===== src/rtl/mul_pkg.sv =====
// mul_pkg: constants shared by the serial multiplier and its dot-product
// sequencer.
//   OP_W    operand lane width
//   PROD_W  product width of one lane multiply
//   ST_*    dot_prod_ctrl state encoding (2-bit, kept as plain constants so
//           legacy code comparing against raw codes still lines up)
package mul_pkg;

   localparam int unsigned OP_W   = 8;
   localparam int unsigned PROD_W = 16;

   localparam logic [1:0] ST_IDLE    = 2'd0;
   localparam logic [1:0] ST_ISSUE   = 2'd1;
   localparam logic [1:0] ST_WAIT_HI = 2'd2;
   localparam logic [1:0] ST_WAIT_LO = 2'd3;

   // Index width for selecting one of n lanes; never narrower than one bit.
   function automatic int unsigned idx_width(input int unsigned n);
      return (n > 1) ? $clog2(n) : 1;
   endfunction

endpackage


===== src/rtl/dot_prod_ctrl.sv =====
// dot_prod_ctrl: sequences N lane multiplies through an external mult block
// and accumulates y = sum(a[i]*b[i]) over 8-bit unsigned lanes.
//   clk_i, rst_i          clock, synchronous active-high reset
//   start_i               request, only honoured in IDLE
//   a_bi, b_bi            packed lanes, lane i at bits [8i+7:8i]
//   busy_o                high whenever not IDLE
//   y_bo                  ACC_W-bit result, held until the next completion
//   mul_start_o           one-cycle start pulse to mult
//   mul_a_bo, mul_b_bo    current lane operands to mult
//   mul_busy_i, mul_y_bi  busy and product from mult
module dot_prod_ctrl
   import mul_pkg::*;
#(
   parameter int unsigned N     = 3,
   parameter int unsigned ACC_W = PROD_W + $clog2(N)
)
(
   input  logic              clk_i,
   input  logic              rst_i,
   input  logic              start_i,
   input  logic [OP_W*N-1:0] a_bi,
   input  logic [OP_W*N-1:0] b_bi,
   output logic              busy_o,
   output logic [ACC_W-1:0]  y_bo,
   output logic              mul_start_o,
   output logic [OP_W-1:0]   mul_a_bo,
   output logic [OP_W-1:0]   mul_b_bo,
   input  logic              mul_busy_i,
   input  logic [PROD_W-1:0] mul_y_bi
);

   localparam int unsigned IDX_W = idx_width(N);

   logic [1:0]          state;
   logic [IDX_W-1:0]    idx;
   logic [OP_W*N-1:0]   a_lat;
   logic [OP_W*N-1:0]   b_lat;
   logic [ACC_W-1:0]    acc;
   logic [ACC_W-1:0]    y_reg;
   logic [ACC_W-1:0]    prod_ext;
   logic                last_term;

   always_comb begin
      prod_ext  = ACC_W'(mul_y_bi);
      last_term = (idx == IDX_W'(N - 1));
   end

   // WAIT_HI exists because mult only raises busy the cycle after it sees
   // start; without it the controller would mistake the pre-start idle for
   // completion and consume a stale product.
   always_ff @(posedge clk_i) begin
      if (rst_i) begin
         state <= ST_IDLE;
         idx   <= '0;
         a_lat <= '0;
         b_lat <= '0;
         acc   <= '0;
         y_reg <= '0;
      end else begin
         case (state)
            ST_IDLE: begin
               if (start_i) begin
                  a_lat <= a_bi;
                  b_lat <= b_bi;
                  idx   <= '0;
                  acc   <= '0;
                  state <= ST_ISSUE;
               end
            end
            ST_ISSUE: begin
               state <= ST_WAIT_HI;
            end
            ST_WAIT_HI: begin
               if (mul_busy_i) begin
                  state <= ST_WAIT_LO;
               end
            end
            ST_WAIT_LO: begin
               if (!mul_busy_i) begin
                  if (last_term) begin
                     y_reg <= acc + prod_ext;
                     state <= ST_IDLE;
                  end else begin
                     acc   <= acc + prod_ext;
                     idx   <= idx + IDX_W'(1);
                     state <= ST_ISSUE;
                  end
               end
            end
            default: begin
               state <= ST_IDLE;
            end
         endcase
      end
   end

   // Lane select from the latched copy so operands stay put for the whole
   // term regardless of what the parent does to a_bi/b_bi.
   always_comb begin
      mul_a_bo = '0;
      mul_b_bo = '0;
      for (int unsigned i = 0; i < N; i++) begin
         if (idx == IDX_W'(i)) begin
            mul_a_bo = a_lat[i*OP_W +: OP_W];
            mul_b_bo = b_lat[i*OP_W +: OP_W];
         end
      end
   end

   assign busy_o      = (state != ST_IDLE);
   assign mul_start_o = (state == ST_ISSUE);
   assign y_bo        = y_reg;

endmodule


===== config.mk =====
export PLATFORM = sky130hd
export DESIGN_NAME = dot_prod_ctrl
export DESIGN_NICKNAME = d
export VERILOG_FILES = /design/src/rtl/mul_pkg.sv /design/src/rtl/dot_prod_ctrl.sv
export SDC_FILE = /design/constraint.sdc
export NUM_CORES = 1
export LEC_CHECK = 0
export CORE_AREA = 8 8 102 104
export CTS_CLUSTER_SIZE = 28
export DETAILED_ROUTE_END_ITERATION = 10
export DIE_AREA = 0 0 110 112
export GPL_TIMING_DRIVEN = 0
export PLACE_DENSITY = 0.89
export SYNTH_ARGS = -nofsm -noshare
export SYNTH_HDL_FRONTEND = slang
export SYNTH_SLANG_ARGS = --single-unit
export TNS_END_PERCENT = 1

===== constraint.sdc =====
create_clock -name clk_i -period 3.1 [get_ports clk_i]
set_input_delay 0.62 -clock clk_i [delete_from_list [all_inputs] [get_ports clk_i]]
set_output_delay 0.62 -clock clk_i [all_outputs]
set_load 0.01 [all_outputs]

==> results.yml <==
outcome:
  status: "finished clean"
synthesis:
  synth_async_sr_flop_share_pct: 0
  synth_fp_nets: 662
  ys_seq_area_share_pct: 40.97
  yosys_warnings: 0
  ys_seq_elements: 88
  yosysUniqueCellTypes: 49
  synth.avg_cell_area_um2: 7.545
  syn_area_um2: 4300
  synth_flop_cell: "dfxtp_1"
  synth_edf_count: 0
  synth_cells: 570
detailed_routing:
  met2_length_um: 6046
  drt-vias-per-instance: 5.519
  wl_per_cell_um: 15.87
  drtIter0Drc: 222
  highest_layer: "met4"
  wl_um: 12680
  drc: 0
  met3_length_um: 1280
  ant_nets: 0
  dr.pass1.iters: 5
  wl_met1_um: 5217
  via_count: 4410
min_path:
  hp-start: "y_bo[3]$_SDFFE_PP0P_"
  min_to: "y_bo[3]$_SDFFE_PP0P_"
  min_path_type: "register to register"
  hold_depth: 2
clock_tree:
  cts_hold_buf: 0
  clk_pin_slew_ns: 0.10
  cts.path.max_buffers: 2
  insertion_delay_ns: 0.35
  cts_buffers: 9
  cts_tree: "done"
  htreeDepth: 3
  cts_root_buf: "clkbuf_8"
  cts_num_sinks: 88
setup_path:
  worstPathArrival_ns: 3.23
  r2r_slack_ns: 0.54
  cp-end-kind: "register"
  setup.worst_path.start: "mul_y_bi[0]"
  r2r_end: "y_bo[14]$_SDFFE_PP0P_"
  path_class: "input port to register"
  required_ns: 3.39
  r2r_cells: 10
  cp-start-kind: "input port"
  timing.rr.start: "acc[0]$_SDFFE_PP0P_"
  critPathMaxFanout: 3
timing:
  rsz0062_at_grt: "no"
  finalSetupViolCount: 0
  worst_pin_slew_ns: 0.7429
  hold_slack_ns: 0.4609
  relSlewSlack_pct: 50.20
  maxSlewViolCount: 0
  fin_crit_sh_pct: 94.86
  hold_viol: 0
  clock_skew_ns: 0.01303
  layout_min_cycle_time_ns: 2.941
  max_freq_ghz: 0.3401
cells_and_area:
  syn_to_final_growth_pct: 32.00
  fin_nets: 775
  final_layout_size_suffix_gt1_share_pct: 4.070
  num-fill-cells: 772
  diodes: 0
  fin_util_pct: 63.86
  ff_latch_area_um2: 1762
  final_cell_mix: "nand2_1 (165), clkdlybuf4s50_1 (103), a21oi_1 (88), dfxtp_1 (88), nor2_1 (42)"
  multi_input_area_um2: 2381
  design_area_um2: 5677
  layout_commonest_cell: "nand2_1"
  fin_cells: 799
pwr:
  peakVddDrop_mv: 0.3399
  p_per_area_nw_per_um2: 550.0
  power_leakage_nw: 2.145
grt:
  grt_pass1_wl_um: 20170
  overflow: 0
  antenna_found_initial: 0
  grt_pass1_vias: 4340
  grt_max_degree: 16
  track_usage_pct: 20.11
placed_design:
  gp_congestion: 0.8614
  dpl_cell_area_um2: 5470
  numPortBuffers: 103
  hpwl_um: 9636
  place_inst: 784
die:
  die_w_um: 110
  ioPinCount: 104
  start_util_pct: 48.37
  core-area_um2: 8890
  rows: 35
  die_height_um: 112
  die_area_um2: 12320
run:
  cap_violations: 0
## kinds of logic after synthesis
family                   Yosys count  share of synthesized area (%)
adder cells (fa/ha/maj)           24                          7.158
buffers and inverters             47                          4.103
AO/OA/AOI/OAI                    159                          21.76
XOR/XNOR                          12                          2.444
AND/OR/NAND/NOR                  237                          22.87
flip-flops                        88                          40.97
multiplexers                       3                         0.6983
## worst max-delay path: stages
cell and delay (ns):
clkdlybuf4s50_1 0.46, ha_1 0.19, inv_1 0.07, fa_1 0.41, nor2b_1 0.17, o31a_1 0.19, nand2_1 0.13, o21ai_4 0.23
a31oi_1 0.17, or4_1 0.50, nand3_1 0.10
## how the worst max path moves through the flow
stage | to | depth (start not counted)
4_1_cts | mul_a_bo[6] | 9
6_report | y_bo[14]$_SDFFE_PP0P_ | 11
5_1_grt | mul_a_bo[4] | 8
3_3_place_gp | y_bo[16]$_SDFFE_PP0P_ | 11
2_1_floorplan | y_bo[16]$_SDFFE_PP0P_ | 10
3_5_place_dp | y_bo[16]$_SDFFE_PP0P_ | 11
## final cells by class
| class | instances | share of cell area, % |
|---|---|---|
| Buffer | 36 | 2.557 |
| Clock buffer | 11 | 2.491 |
| Clock inverter | 5 | 0.7053 |
| Inverter | 10 | 0.6612 |
| Multi-Input combinational cell | 435 | 41.94 |
| Sequential cell | 88 | 31.03 |
| Tap cell | 111 | 2.447 |
| Timing Repair Buffer | 103 | 18.16 |
## layer usage
layer | global-route usage [%] | up-vias
li1 | - | 2157
met3 | 5.835 | 15
met2 | 34.07 | 162
met4 | 5.315 | 0
met5 | 0 | -
met1 | 23.82 | 2076
## state kept, by name (all words and copies together) (netlist names)
register / cells
state: 2
idx: 2
b_lat: 24
a_lat: 24
acc: 18
y_bo: 18
## power breakdown
group | internal (W) | switching, W
Clock | 0.000318 | 0.000436
Sequential | 0.00127 | 0.0000810
Combinational | 0.000412 | 0.000609
Total | 0.00200 | 0.00113
## timing repair
| item | 4_1_cts | 5_1_grt |
|---|---|---|
| buffers inserted | 0 | 0 |
| cloned | 0 | 0 |
| resized for setup | 2 | 13 |
| setup endpoints to repair | 10 | 18 |
## metrics by stage
stage | total power (W) | setup slack [ns] | setup TNS, ns
after floorplan | 0.001962 | 0.5247 | 0
after global placement | 0.002338 | -0.2249 | -0.5213
after detailed placement | 0.002377 | -0.2769 | -0.7728
after CTS | 0.003120 | 0.01301 | 0
after global routing | 0.003306 | 0.01856 | 0
final | 0.003122 | 0.1593 | 0
## synthesized netlist by cell type (2+ instances only)
master | instances | share of area, %
a21oi_1 | 88 | 10
a22o_1 | 7 | 1.4
o21ai_1 | 2 | 0.23
buf_1 | 5 | 0.44
nand2b_1 | 2 | 0.29
dfxtp_1 | 88 | 41
inv_1 | 10 | 0.87
mux2i_1 | 3 | 0.70
nand4b_1 | 2 | 0.41
a211oi_1 | 6 | 1.0
ha_1 | 23 | 6.7
or4_1 | 2 | 0.35
a22oi_1 | 8 | 1.4
nand3b_1 | 4 | 0.70
xor2_1 | 6 | 1.2
nand3_1 | 4 | 0.47
clkbuf_1 | 32 | 2.8
nor2b_1 | 4 | 0.58
a31oi_1 | 4 | 0.58
nor3_1 | 2 | 0.23
nor4_1 | 2 | 0.29
a21o_1 | 3 | 0.52
o21ai_0 | 26 | 3.0
o21a_1 | 2 | 0.35
nand2_1 | 165 | 14
xnor2_1 | 6 | 1.2
nor2_1 | 42 | 3.7
Note: power is estimated with default switching activity, not from simulation.
